`config.mk`:
```
export PLATFORM = sky130hd
export DESIGN_NAME = ram_access_ctrl
export DESIGN_NICKNAME = d
export VERILOG_FILES = /design/src/rtl/ram_ctrl_pkg.sv /design/src/rtl/ram_alu.sv /design/src/rtl/ram_access_ctrl.sv
export SDC_FILE = /design/constraint.sdc
export NUM_CORES = 1
export LEC_CHECK = 0
export ABC_AREA = 0
export CAP_MARGIN = 20
export CORE_MARGIN = 4
export CORE_UTILIZATION = 45
export DETAILED_ROUTE_END_ITERATION = 6
export PLACE_DENSITY = 0.7
export SLEW_MARGIN = 20
export SYNTH_ARGS = -nofsm -noshare
export SYNTH_HDL_FRONTEND = slang
export SYNTH_SLANG_ARGS = --single-unit
```
`constraint.sdc`:
```
create_clock -name clk -period 3.8 [get_ports clk]
set_clock_uncertainty 0.2 [all_clocks]
set_input_delay 1.14 -clock clk [delete_from_list [all_inputs] [get_ports clk]]
set_output_delay 1.14 -clock clk [all_outputs]
set_load 0.03 [all_outputs]
```
`src/rtl/ram_ctrl_pkg.sv`:
```
// Shared definitions for the 8051 internal-RAM access sequencer: micro-op codes,
// FSM states, SFR boundary and op-class helpers.
package ram_ctrl_pkg;

  localparam logic [7:0] SFR_BASE_DEFAULT = 8'h80;

  typedef enum logic [3:0] {
    OP_RD_BYTE = 4'h0,
    OP_WR_BYTE = 4'h1,
    OP_INC     = 4'h2,
    OP_DEC     = 4'h3,
    OP_ANL     = 4'h4,
    OP_ORL     = 4'h5,
    OP_XRL     = 4'h6,
    OP_RD_BIT  = 4'h8,
    OP_SETB    = 4'h9,
    OP_CLR     = 4'hA,
    OP_CPL     = 4'hB,
    OP_MOV_BIT = 4'hC
  } op_e;

  typedef enum logic [2:0] {
    ST_IDLE,
    ST_READ,
    ST_MODIFY,
    ST_WRITE,
    ST_DONE
  } state_e;

  // Bit-addressed ops occupy the upper half of the op space.
  function automatic logic is_bit_op(input logic [3:0] op);
    return op[3];
  endfunction

  function automatic logic is_write_only(input logic [3:0] op);
    return (op == OP_WR_BYTE) || (op == OP_SETB) ||
           (op == OP_CLR)     || (op == OP_MOV_BIT);
  endfunction

  function automatic logic is_read_only(input logic [3:0] op);
    return (op == OP_RD_BYTE) || (op == OP_RD_BIT);
  endfunction

endpackage

```
`src/rtl/ram_alu.sv`:
```
// Combinational modify stage: produces the byte/bit to write back (or report)
// for each micro-op, and flags op codes that have no meaning.
import ram_ctrl_pkg::*;

module ram_alu (
  input  logic [3:0] op_i,
  input  logic [7:0] old_byte_i,
  input  logic       old_bit_i,
  input  logic [7:0] operand_i,
  output logic [7:0] res_byte_o,
  output logic       res_bit_o,
  output logic       illegal_o
);

  always_comb begin
    res_byte_o = 8'h00;
    res_bit_o  = 1'b0;
    illegal_o  = 1'b0;
    case (op_i)
      OP_RD_BYTE: res_byte_o = old_byte_i;
      OP_WR_BYTE: res_byte_o = operand_i;
      OP_INC:     res_byte_o = old_byte_i + 8'd1;
      OP_DEC:     res_byte_o = old_byte_i - 8'd1;
      OP_ANL:     res_byte_o = old_byte_i & operand_i;
      OP_ORL:     res_byte_o = old_byte_i | operand_i;
      OP_XRL:     res_byte_o = old_byte_i ^ operand_i;
      OP_RD_BIT:  res_bit_o  = old_bit_i;
      OP_SETB:    res_bit_o  = 1'b1;
      OP_CLR:     res_bit_o  = 1'b0;
      OP_CPL:     res_bit_o  = ~old_bit_i;
      OP_MOV_BIT: res_bit_o  = operand_i[0];
      default:    illegal_o  = 1'b1;
    endcase
    // Bit ops report their result zero-extended into the byte lane.
    if (op_i[3]) begin
      res_byte_o = {7'b0, res_bit_o};
    end
  end

endmodule

```
`src/rtl/ram_access_ctrl.sv`:
```
// Sequences one decoder micro-op at a time onto the internal-RAM port
// (read, modify, write) and returns a single response per command.
import ram_ctrl_pkg::*;

module ram_access_ctrl #(
  parameter logic [7:0] SFR_BASE = SFR_BASE_DEFAULT
) (
  input  logic       clk,
  input  logic       rst,
  input  logic       cmd_valid,
  output logic       cmd_ready,
  input  logic [3:0] cmd_op,
  input  logic [7:0] cmd_addr,
  input  logic [7:0] cmd_data,
  output logic       rsp_valid,
  output logic [7:0] rsp_data,
  output logic       rsp_err,
  output logic       ram_rd,
  output logic       ram_wr,
  output logic       ram_is_bit,
  output logic [7:0] ram_addr,
  output logic [7:0] ram_wdata,
  output logic       ram_wbit,
  input  logic [7:0] ram_rdata,
  input  logic       ram_rbit
);

  state_e     state_q;
  logic [3:0] op_q;
  logic [7:0] data_q;
  logic [7:0] result_q;
  logic       rsp_valid_q;
  logic [7:0] rsp_data_q;
  logic       rsp_err_q;
  logic       ram_rd_q;
  logic       ram_wr_q;
  logic       ram_is_bit_q;
  logic [7:0] ram_addr_q;
  logic [7:0] ram_wdata_q;
  logic       ram_wbit_q;

  logic       idle;
  logic [3:0] alu_op;
  logic [7:0] alu_operand;
  logic [7:0] alu_byte;
  logic       alu_bit;
  logic       alu_illegal;
  logic       cmd_reject;

  assign idle      = (state_q == ST_IDLE);
  assign cmd_ready = idle;

  // One ALU serves both paths: in IDLE it evaluates the incoming command so
  // write-only ops have their data ready for the WRITE cycle; in MODIFY it
  // works on the latched command and the freshly read RAM value.
  assign alu_op      = idle ? cmd_op   : op_q;
  assign alu_operand = idle ? cmd_data : data_q;

  ram_alu u_alu (
    .op_i       (alu_op),
    .old_byte_i (ram_rdata),
    .old_bit_i  (ram_rbit),
    .operand_i  (alu_operand),
    .res_byte_o (alu_byte),
    .res_bit_o  (alu_bit),
    .illegal_o  (alu_illegal)
  );

  assign cmd_reject = alu_illegal || (cmd_addr >= SFR_BASE);

  always_ff @(posedge clk or posedge rst) begin
    if (rst) begin
      state_q      <= ST_IDLE;
      op_q         <= 4'h0;
      data_q       <= 8'h00;
      result_q     <= 8'h00;
      rsp_valid_q  <= 1'b0;
      rsp_data_q   <= 8'h00;
      rsp_err_q    <= 1'b0;
      ram_rd_q     <= 1'b1;
      ram_wr_q     <= 1'b0;
      ram_is_bit_q <= 1'b0;
      ram_addr_q   <= 8'h00;
      ram_wdata_q  <= 8'h00;
      ram_wbit_q   <= 1'b0;
    end else begin
      rsp_valid_q <= 1'b0;
      case (state_q)
        ST_IDLE: begin
          if (cmd_valid) begin
            op_q   <= cmd_op;
            data_q <= cmd_data;
            if (cmd_reject) begin
              state_q     <= ST_DONE;
              rsp_valid_q <= 1'b1;
              rsp_data_q  <= 8'h00;
              rsp_err_q   <= 1'b1;
            end else begin
              ram_addr_q   <= cmd_addr;
              ram_is_bit_q <= is_bit_op(cmd_op);
              if (is_write_only(cmd_op)) begin
                state_q     <= ST_WRITE;
                ram_rd_q    <= 1'b0;
                ram_wr_q    <= 1'b1;
                ram_wdata_q <= alu_byte;
                ram_wbit_q  <= alu_bit;
                result_q    <= alu_byte;
              end else begin
                state_q <= ST_READ;
              end
            end
          end
        end
        ST_READ: begin
          state_q <= ST_MODIFY;
        end
        ST_MODIFY: begin
          result_q <= alu_byte;
          if (is_read_only(op_q)) begin
            state_q      <= ST_DONE;
            ram_is_bit_q <= 1'b0;
            rsp_valid_q  <= 1'b1;
            rsp_data_q   <= alu_byte;
            rsp_err_q    <= 1'b0;
          end else begin
            state_q     <= ST_WRITE;
            ram_rd_q    <= 1'b0;
            ram_wr_q    <= 1'b1;
            ram_wdata_q <= alu_byte;
            ram_wbit_q  <= alu_bit;
          end
        end
        ST_WRITE: begin
          state_q      <= ST_DONE;
          ram_rd_q     <= 1'b1;
          ram_wr_q     <= 1'b0;
          ram_is_bit_q <= 1'b0;
          rsp_valid_q  <= 1'b1;
          rsp_data_q   <= result_q;
          rsp_err_q    <= 1'b0;
        end
        ST_DONE: begin
          state_q <= ST_IDLE;
        end
        default: begin
          state_q <= ST_IDLE;
        end
      endcase
    end
  end

  assign rsp_valid  = rsp_valid_q;
  assign rsp_data   = rsp_data_q;
  assign rsp_err    = rsp_err_q;
  assign ram_rd     = ram_rd_q;
  assign ram_wr     = ram_wr_q;
  assign ram_is_bit = ram_is_bit_q;
  assign ram_addr   = ram_addr_q;
  assign ram_wdata  = ram_wdata_q;
  assign ram_wbit   = ram_wbit_q;

endmodule

```
======== Word level (Yosys, flattened, before mapping) ========
Cells that the tools add are included.
word-level totals
  bits of input ports ..................... 32
  output and inout bits ................... 31
  register bits ........................... 53
  logic and storage cells ................. 111
cells by class
  add/sub/neg operators ................... 2
  equal/unequal tests ..................... 25
  muxes and demuxes ....................... 47
  $lt $le $gt $ge ......................... 1
  bitwise gates (word level) .............. 5
  reduce and logical (&&, ||, !) cells .... 18
operators by type and width
  kind                 number
  $mux 8               9
  $pmux 8 s7           1
  $eq 4x4->1 const B   9
  $pmux 8 s2           2
  $pmux 8 s3           1
  $mux 1               21
  $pmux 1 s3           5
  $eq 4x3->1 const B   3
  $pmux 3 s4           1
  $reduce_and 4->1     3
  $reduce_or 12->1     1
  $reduce_and 5->1     2
  $mux 3               3
  $add 8x1->8 const B  1
  $and 8x8->8          1
  $eq 4x1->1 const B   2
  $eq 4x2->1 const B   2
  $ge 8x8->1 const B   1
  $logic_not 4->1      2
  $ne 2x2->1 const B   4
  $or 8x8->8           1
  $sub 8x1->8 const B  1
  $xor 8x8->8          1
  $eq 3x2->1 const B   2
  other kinds (13)     19

======== Depth between registers and ports, before layout ========
Gate-level depths: netlist (run 1).
  depth in word-level cells ............... 9
  mapped depth ............................ 13
  mapped depth without buffers ............ 11

======== By module ========
Synthesis (run 1) repeated with hierarchy kept, for this count alone.
second synthesis, totals
  cells, all modules ...................... 441
  area, all modules ....................... 4045.1 µm²
by module, submodules not included
  module           sequential area each (µm²)  cells an instance  instances  area an instance (µm²)
  ram_access_ctrl  1327.5                      303                1          2979.1
  ram_alu          0.0                         138                1          1066.0

======== Worst setup path before layout (run 1) ========
No wires, ideal clock.
  kind .................................... flip-flop to flip-flop
  from .................................... register state_q[1]
  to ...................................... register ram_wdata_q[1] (netlist: ram_wdata[1])
  slack ................................... 214 ps
  arrival time ............................ 3262 ps
  clock period less this slack ............ 3586 ps
  setup time .............................. 125 ps
  path buffers ............................ 2
  cell stages (with the launch flop) ...... 13
  required time ........................... 3475 ps
  cells stage by stage .................... dfrtp_1 or3_1 buf_6 inv_2 buf_1 mux2i_1 inv_1 ha_1 nor2b_1 and4_1 a2111oi_0 nand3_1 mux2_2
on the way
  longest elaborated chain between the ends .. 9
  elaborated cells between the ends (all ways) .. 35
  those cells by class .................... eq/ne: 16; mux: 10; bitwise: 3; reduce/logical: 6
ends and longest elaborated chain
  element                                   RTL line                                      text
  start: declaration                        ram_access_ctrl.sv:28                         state_e state_q;
  start signal: assignment                  ram_access_ctrl.sv:73                         state_q <= ST_IDLE;
  start signal: assignment                  ram_access_ctrl.sv:94                         state_q <= ST_DONE;
  start signal: assignment                  ram_access_ctrl.sv:102                        state_q <= ST_WRITE;
  $logic_not 3->1 (*)                       ram_access_ctrl.sv:50                         assign idle = (state_q == ST_IDLE);
  net cmd_ready                             ram_access_ctrl.sv:11                         output logic cmd_ready,
  $mux 4 / $mux 8 (equally long branches)   ram_access_ctrl.sv:56, ram_access_ctrl.sv:57
  $eq 4x3->1, or another cell as far along  ram_alu.sv:19                                 case (op_i)
  $pmux 8 s7                                ram_alu.sv:19
  $mux 8                                    ram_alu.sv:35                                 if (op_i[3]) begin
  $mux 8                                    ram_access_ctrl.sv:101                        if (is_write_only(cmd_op)) begin
  $mux 8                                    ram_access_ctrl.sv:93                         if (cmd_reject) begin
  $mux 8                                    ram_access_ctrl.sv:90                         if (cmd_valid) begin
  $pmux 8 s2                                ram_access_ctrl.sv:88                         case (state_q)
  end signal: assignment                    ram_access_ctrl.sv:105                        ram_wdata_q <= alu_byte;
  end signal: assignment                    ram_access_ctrl.sv:129                        ram_wdata_q <= alu_byte;
  end: declaration                          ram_access_ctrl.sv:39                         logic [7:0] ram_wdata_q;
The timed path passes the listed nets; every way through them passes the cells marked *. The select of a mux whose other input is x is not followed.
A chain may end at the register's enable or synchronous reset.

======== Worst setup path in the final report (run 1) ========
  from .................................... input cmd_op[0]
  to ...................................... register ram_wdata_q[6] (netlist: ram_wdata[6])
on the way
  longest elaborated chain between the ends .. 8
  elaborated cells between the ends (all ways) .. 33
  those cells by class .................... eq/ne: 17; mux: 9; reduce/logical: 7
ends and longest elaborated chain
  element                                   RTL line                text
  start: declaration                        ram_access_ctrl.sv:12   input logic [3:0] cmd_op,
  $mux 4                                    ram_access_ctrl.sv:56   assign alu_op = idle ? cmd_op : op_q;
  $eq 4x3->1, or another cell as far along  ram_alu.sv:19
  $pmux 8 s7                                ram_alu.sv:19
  $mux 8                                    ram_alu.sv:35
  $mux 8                                    ram_access_ctrl.sv:101
  $mux 8                                    ram_access_ctrl.sv:93
  $mux 8                                    ram_access_ctrl.sv:90
  $pmux 8 s2                                ram_access_ctrl.sv:88
Several ways; a longest one is shown, not always the timed one. The select of a mux whose other input is x is not followed.

==> run summary, run 1 <==
- Die Outline Area: 9060 um2
- number of H-tree levels: 2
- Seq pwr share: 0.297
- largest family of logic cells by synthesized area: multiplexers
- smallest hold slack: 0.306 ns
- Layout Cells excl Fill: 493
- fraction of layout cells with a size suffix above 1: 0.198
- setup repair after global routing missed its margin: no
- global-route wire length before repair: 13.7 mm
- portion of total power attributed to the clock network: 0.101
- insertion delay of the later-clocked pin in the worst-skew pair: 0.32 ns
- Mean Syn Cell Area: 10.6 um2
- Worst-path clk slew: 0.10 ns
- Yosys top cell by area: dfrtp_1
- net count after synthesis: 373
- number of setup violations in the final report: 0
- total of max-cap violations: 0
- gr ovfl total: 0
- # nets final: 442
- Post-synth EDFFs: 0
- most common flop cell mapped by yosys: dfrtp_1
- Worst path slowest cell: clkdlybuf4s50_1
- critical path's top delay family: simple AND/OR/NAND/NOR gates
- share of the synthesized area in compound gates (AO/OA/AOI/OAI): 0.155
- largest voltage drop on the vdd net: 0.000387 V
- Placed Area: 4230 um2
- total I/O pin count: 63
- number of sinks driven by the clock tree: 53
- final weighted congestion in routability-driven placement: 0.886
- x dimension of the die: 95.2 um
- final routed wire length divided by cell count: 17.3 um
- drc violations: 0
- combinational group share of total power: 0.603
- total power density per cell area: 779 nW/um2
- slew at the pin closest to its max-slew limit: 0.994 ns
- register area share after synthesis: 0.388
- capture point of the worst reg-to-reg path: ram_wdata[6]$_DFFE_PP0P_
- CTS Hold Buffers Added: 0
- arrival time at the worst endpoint: 3.60 ns
- hold path start: ram_rd$_DFFE_PP1P_
- shortest period the worst path allows: 3.59 ns
- path type of the worst setup path: in -> reg
- via count of the first global-routing pass: 2,739
- multiplexer fraction of the synthesized cell area: 0.186
- post-detailed-route via-to-cell ratio: 5.62
- total global-route track usage: 0.194
- Cell variety after synth: 60
- share of synthesized cell area in and, or, nand and nor gates: 0.135
- startpoint of the most critical register-to-register path: state_q[1]$_DFFE_PP0N_
- largest fanout on the critical path: 4
- max-slew violation count: 0
- Inst Count DP: 485
- synthesis-stage register bit count: 53
- number of synthesis warnings: 0
- fin crit share: 0.946
- CP bufs+invs: 1
- class of the most critical hold timing path: reg -> reg
- run status: finished clean
- leakage power: 1.96 nW
- net switching power of the design: 1.50 mW
- setup slack of the worst register-to-register path: 0.54 ns
- initial DRC count: 143
- Detail Placement HPWL: 6.18 mm
- hold endpoint: ram_rd$_DFFE_PP1P_
- accumulated negative setup slack: 0 ns
- Synth async-reset ratio: 1.00
- TritonCTS clock tree: yes
- hold depth: 2
- post-layout utilization of the core: 0.592
- Worst R2R Path Depth: 11
- adder-cell share of the synthesized area: 0.0681
- Slew HR: 0.329
- delay contributed by the slowest stage of the critical path: 0.47 ns
- biggest area contributors in the synthesized netlist: dfrtp_1 38%, mux2_2 12%, ha_1 6.2%
- antenna fix cells: 0
- post-synthesis instance area: 3420 um2
- highest clock rate: 278 MHz
- most frequent cells in the layout: 62 x clkdlybuf4s50_1, 52 x dfrtp_1, 36 x mux2_2
- post-synthesis share of cell area spent on xor and xnor gates: 0.0154
- drt pass-1 iters: 4
- Antenna Violating Nets Remaining: 0
- Cell Chain, Critical Path: clkdlybuf4s50_1 > nor4bb_2 > mux2_2 > xnor2_1 > ha_1 > nor4_2 > nand3_1 > mux2i_1 > xnor2_1 > o21ai_1 > mux2_2
- total core area: 7330 um2
- effective utilization at floorplan: 0.466
- CTS root buf: clkbuf_8
- fin area: 4340 um2
- count of vias placed by the detailed router: 2,770
- CP Launch Type: primary input
- maximum number of pins on one net before global-route repair: 28
- number of antenna violations at the first check in global routing: 0
- fraction of post-synthesis cell area in the top cell type by area: 0.381
- required time at the endpoint of the critical path: 3.81 ns
- I/O Buffers: 62
- die height: 95.2 um
- total CTS buffers: 5
- Syn Inst Count: 324
- most common library cell in the layout ignoring fill and taps: clkdlybuf4s50_1
- total length of routed wires: 8.55 mm
- Layout Area Growth over Synthesis: 26.9%
- Setup crit end kind: flop
- number of core rows: 31
- Internal Power: 1.88 mW
- final hold violation count: 0
- deepest clock path buffer count: 2
- switching part of the total: 0.443
==> Yosys cell counts (all sizes together) (2+ instances only) <==
| cell type | instances |
|---|---|
| nor2b | 4 |
| a2111oi | 4 |
| nand3 | 9 |
| o22ai | 2 |
| nand2b | 3 |
| and2 | 2 |
| nor4b | 2 |
| a222oi | 2 |
| xnor2 | 6 |
| nand3b | 2 |
| o21ai | 10 |
| nor4bb | 6 |
| ha | 17 |
| nor3b | 3 |
| nor2 | 18 |
| nor4 | 4 |
| nand2 | 9 |
| mux2 | 39 |
| mux2i | 18 |
| dfrtp | 52 |
| clkbuf | 13 |
| and4 | 2 |
| a21oi | 7 |
| maj3 | 2 |
| buf | 6 |
| inv | 25 |
| a21o | 7 |
| o211ai | 2 |
| a32o | 2 |
| a221oi | 4 |
| nor3 | 6 |
| a22o | 15 |
| and3 | 5 |
| nand4 | 3 |
==> per-stage QoR <==
step / power, mW / worst slack (ns)
2_1_floorplan: 2.37 / 0.214
3_3_place_gp: 3.00 / -0.190
3_5_place_dp: 3.05 / -0.243
4_1_cts: 3.40 / 0.0896
5_1_grt: 3.60 / 0.0202
6_report: 3.38 / 0.207
==> per-layer routing <==
layer | up-vias | track usage | part of all wire
li1 | 1326 | - | -
met1 | 1359 | 0.268 | 0.46
met2 | 75 | 0.311 | 0.46
met3 | 10 | 0.0331 | 0.061
met4 | 0 | 0.0613 | 0.015
met5 | - | 0 | 0
==> sequential cells by signal, summed over array words and instances, names as in the netlist <==
name	count
ram_addr	8
ram_wr	1
rsp_valid	1
result_q	8
rsp_err	1
rsp_data	8
ram_is_bit	1
ram_wbit	1
ram_rd	1
ram_wdata	8
state_q	3
data_q	8
op_q	4
==> logic make-up after synthesis <==
logic type / count (synthesis)
AO/OA/AOI/OAI: 65
XOR/XNOR: 6
adder cells (fa/ha/maj): 19
buffers and inverters: 44
flip-flops: 53
multiplexers: 57
AND/OR/NAND/NOR: 80
==> how the worst max path moves through the flow <==
stage	startpoint	slack (ns)	end	cells after the start
floorplan	state_q[1]$_DFFE_PP0N_	0.21	ram_wdata[1]$_DFFE_PP0P_	12
global placement	cmd_op[0]	-0.19	result_q[6]$_DFFE_PP0P_	11
detailed placement	cmd_op[0]	-0.24	result_q[6]$_DFFE_PP0P_	11
CTS	cmd_op[0]	0.09	ram_wdata[6]$_DFFE_PP0P_	11
global route	cmd_op[0]	0.02	ram_wdata[6]$_DFFE_PP0P_	11
finish	cmd_op[0]	0.21	ram_wdata[6]$_DFFE_PP0P_	11
==> worst min-delay path, delay by kind of cell (launching register included) <==
family | cells | cell delay, ns
AO/OA/AOI/OAI | 1 | 0.07
flip-flops | 1 | 0.39
buffers and inverters | 1 | 0.04
==> layout make-up <==
type,count,area (um2)
Clock buffer,5,68.8
Clock inverter,3,25.0
Fill cell,638,2990
Inverter,25,93.8
Multi-Input combinational cell,227,1920
Sequential cell,53,1330
Tap cell,99,124
Timing Repair Buffer,81,776
==> timing repair <==
action	CTS	global route
endpoints found under the setup margin	0	2
resized for setup	0	2
buffers inserted	0	0
==> power groups by stage <==
stage	clock, mW	sequential, mW	combinational (mW)
floorplan	0	1.17	1.20
global placement	0	1.00	2.00
detailed placement	0	1.01	2.04
CTS	0.351	0.999	2.05
global route	0.371	1.04	2.20
finish	0.340	1.00	2.04
(Power assumes the default switching activity.)
==> run 2, diff against run 1 <==
--- a/config.mk
+++ b/config.mk
@@ -11,6 +11,7 @@
 export CORE_UTILIZATION = 45
 export DETAILED_ROUTE_END_ITERATION = 6
 export PLACE_DENSITY = 0.7
+export SKIP_CTS_REPAIR_TIMING = 1
 export SLEW_MARGIN = 20
 export SYNTH_ARGS = -nofsm -noshare
 export SYNTH_HDL_FRONTEND = slang
==> results of run 2 <==
The final DEF is identical to that of run 1; final timing and power are the same.
==> run 3, diff against run 2 <==
--- a/config.mk
+++ b/config.mk
@@ -7,7 +7,7 @@
 export LEC_CHECK = 0
 export ABC_AREA = 0
 export CAP_MARGIN = 20
-export CORE_MARGIN = 4
+export CORE_MARGIN = 2
 export CORE_UTILIZATION = 45
 export DETAILED_ROUTE_END_ITERATION = 6
 export PLACE_DENSITY = 0.7
==> run 3 against run 2 <==
  * Via count fell by 0.43%
  * Fmax is 0.55% lower
  * Sequential power hardly changed
  * Sequential share of layout area grew 0.24 points
  * Clock power shrank 1%
  * Cell area shrank 0.78%
  * Non-clock buffer count is 1 lower
  * Total power is 1.2% lower
  * Setup slack worse by 0.020 ns
  * Final cell count fell by 0.20%
  * Routed wire length fell by 2.0%
==> run summary, run 3 (synthesis results as in run 1) <==
- maximum number of pins on one net before global-route repair: 54, was 28
- shortest period the worst path allows: 3.61 ns, was 3.59 ns
- total CTS buffers: 5, unchanged
- total length of routed wires: 8.38 mm, was 8.55 mm
- Worst-path clk slew: 0.10 ns, about the same
- number of sinks driven by the clock tree: 53, unchanged
- Worst R2R Path Depth: 11, unchanged
- drt pass-1 iters: 4, unchanged
- Antenna Violating Nets Remaining: 0, unchanged
- critical path's top delay family: simple AND/OR/NAND/NOR gates, unchanged
- number of core rows: 31, unchanged
- count of vias placed by the detailed router: 2,758, was 2,770
- leakage power: 1.96 nW, about the same
- via count of the first global-routing pass: 2,843, was 2,739
- delay contributed by the slowest stage of the critical path: 0.48 ns, was 0.47 ns
- global-route wire length before repair: 14.3 mm, was 13.7 mm
- number of setup violations in the final report: 0, unchanged
- required time at the endpoint of the critical path: 3.80 ns, was 3.81 ns
- path type of the worst setup path: in -> reg, unchanged
- total core area: 7290 um2, was 7330 um2
- # nets final: 441, was 442
- total of max-cap violations: 0, unchanged
- TritonCTS clock tree: yes, unchanged
- final weighted congestion in routability-driven placement: 0.923, was 0.886
- Die Outline Area: 8310 um2, was 9060 um2
- most frequent cells in the layout: 62 x clkdlybuf4s50_1, 52 x dfrtp_1, 36 x mux2_2, unchanged
- largest fanout on the critical path: 4, unchanged
- I/O Buffers: 62, unchanged
- Layout Area Growth over Synthesis: 25.9%, was 26.9%
- Layout fillers: 662, was 638
- Setup crit end kind: flop, unchanged
- Tot Pwr: 3.34 mW, was 3.38 mW
- deepest clock path buffer count: 2, unchanged
- total global-route track usage: 0.212, was 0.194
- total I/O pin count: 63, unchanged
- fin crit share: 0.951, was 0.946
- drc violations: 0, unchanged
- initial DRC count: 133, was 143
- antenna fix cells: 0, unchanged
- die height: 91.2 um, was 95.2 um
- class of the most critical hold timing path: reg -> reg, unchanged
- number of H-tree levels: 2, unchanged
- Worst path slowest cell: clkdlybuf4s50_1, unchanged
- highest clock rate: 277 MHz, was 278 MHz
- Detail Placement HPWL: 5.96 mm, was 6.18 mm
- CP bufs+invs: 1, unchanged
- final routed wire length divided by cell count: 17.0 um, was 17.3 um
- slew at the pin closest to its max-slew limit: 0.996 ns, was 0.994 ns
- run status: finished clean, unchanged
- max-slew violation count: 0, unchanged
- CTS root buf: clkbuf_8, unchanged
- critical path depth: 11, unchanged
- Cell Chain, Critical Path: clkdlybuf4s50_1 > nor4bb_1 > mux2_2 > xnor2_1 > ha_1 > nor4_2 > nand3_1 > mux2i_1 > xnor2_1 > o21ai_1 > mux2_2, was clkdlybuf4s50_1 > nor4bb_2 > mux2_2 > xnor2_1 > ha_1 > nor4_2 > nand3_1 > mux2i_1 > xnor2_1 > o21ai_1 > mux2_2
- setup repair after global routing missed its margin: no, unchanged
- most common library cell in the layout ignoring fill and taps: clkdlybuf4s50_1, unchanged
- final hold violation count: 0, unchanged
- smallest hold slack: 0.288 ns, was 0.306 ns
- total power density per cell area: 775 nW/um2, was 779 nW/um2
- effective utilization at floorplan: 0.469, was 0.466
- insertion delay of the later-clocked pin in the worst-skew pair: 0.32 ns, about the same
- CP Launch Type: primary input, unchanged
- hold depth: 2, unchanged
- number of antenna violations at the first check in global routing: 0, unchanged
- arrival time at the worst endpoint: 3.61 ns, was 3.60 ns
- x dimension of the die: 91.2 um, was 95.2 um
- largest voltage drop on the vdd net: 0.000366 V, was 0.000387 V
- post-detailed-route via-to-cell ratio: 5.61, was 5.62
- fraction of layout cells with a size suffix above 1: 0.191, was 0.198
- Slew HR: 0.328, was 0.329
- gr ovfl total: 0, unchanged
==> run 3: changes by cell type in the layout (fill, tap and decap cells not counted) <==
cell	change
buf_12	-1
clkbuf_1	+1
clkinv_2	+1
clkinv_4	-1
clkinvlp_4	-1
nor4bb_1	+1
nor4bb_2	-1
==> run 3: tightest hold or removal path: cells and delay by family, from the launching register on <==
| family | cells | cell delay [ns] |
|---|---|---|
| AO/OA/AOI/OAI | 1 | 0.05 |
| flip-flops | 1 | 0.36 |
| AND/OR/NAND/NOR | 1 | 0.05 |
==> run 3: worst paths after layout <==
| check | from | end | slack (ns) |
|---|---|---|---|
| setup / recovery | cmd_op[0] | result_q[6]$_DFFE_PP0P_ | 0.19 |
| hold / removal | rsp_data[1]$_DFFE_PP0P_ | rsp_data[1]$_DFFE_PP0P_ | 0.29 |
| setup reg to reg | state_q[1]$_DFFE_PP0N_ | result_q[6]$_DFFE_PP0P_ | 0.47 |
| hold reg to reg | rsp_data[1]$_DFFE_PP0P_ | rsp_data[1]$_DFFE_PP0P_ | 0.29 |
| max in group asynchronous | rst | ram_addr[7]$_DFFE_PP0P_ | 1.83 |
| min in group asynchronous | rst | result_q[4]$_DFFE_PP0P_ | 1.12 |
==> run 3: final cells by class <==
class / count / area (um2) / share of cell area
Clock buffer: 6 / 72.6 / 0.0169
Clock inverter: 2 / 13.8 / 0.00320
Inverter: 25 / 93.8 / 0.0218
Multi-Input combinational cell: 227 / 1920 / 0.446
Sequential cell: 53 / 1330 / 0.308
Tap cell: 99 / 124 / 0.0288
Timing Repair Buffer: 80 / 756 / 0.176
==> run 3: metrics by stage <==
| step | instances | instance area (um2) | TNS [ns] | worst slack (ns) | util |
|---|---|---|---|---|---|
| finish | 492 | 4310 | 0 | 0.187 | 0.590 |
| global route | 492 | 4310 | 0 | 0.0471 | 0.590 |
| CTS | 492 | 4300 | 0 | 0.179 | 0.590 |
| detailed placement | 484 | 4210 | -0.288 | -0.133 | 0.578 |
| global placement | 484 | 4210 | -0.141 | -0.0708 | 0.578 |
| floorplan | 324 | 3420 | 0 | 0.214 | - |
==> run 3: power by group <==
group          total, mW  internal (mW)  switching (mW)
Clock              0.335          0.132           0.203
Combinational       2.00          0.934            1.06
Sequential          1.00          0.801           0.204
Total               3.34           1.87            1.47
==> run 3: routing by layer <==
layer,GRT usage,part of all wire,up-vias
li1,-,-,1324
met1,0.289,0.47,1352
met2,0.344,0.47,73
met3,0.0390,0.047,9
met4,0.0619,0.011,0
met5,0,0,-
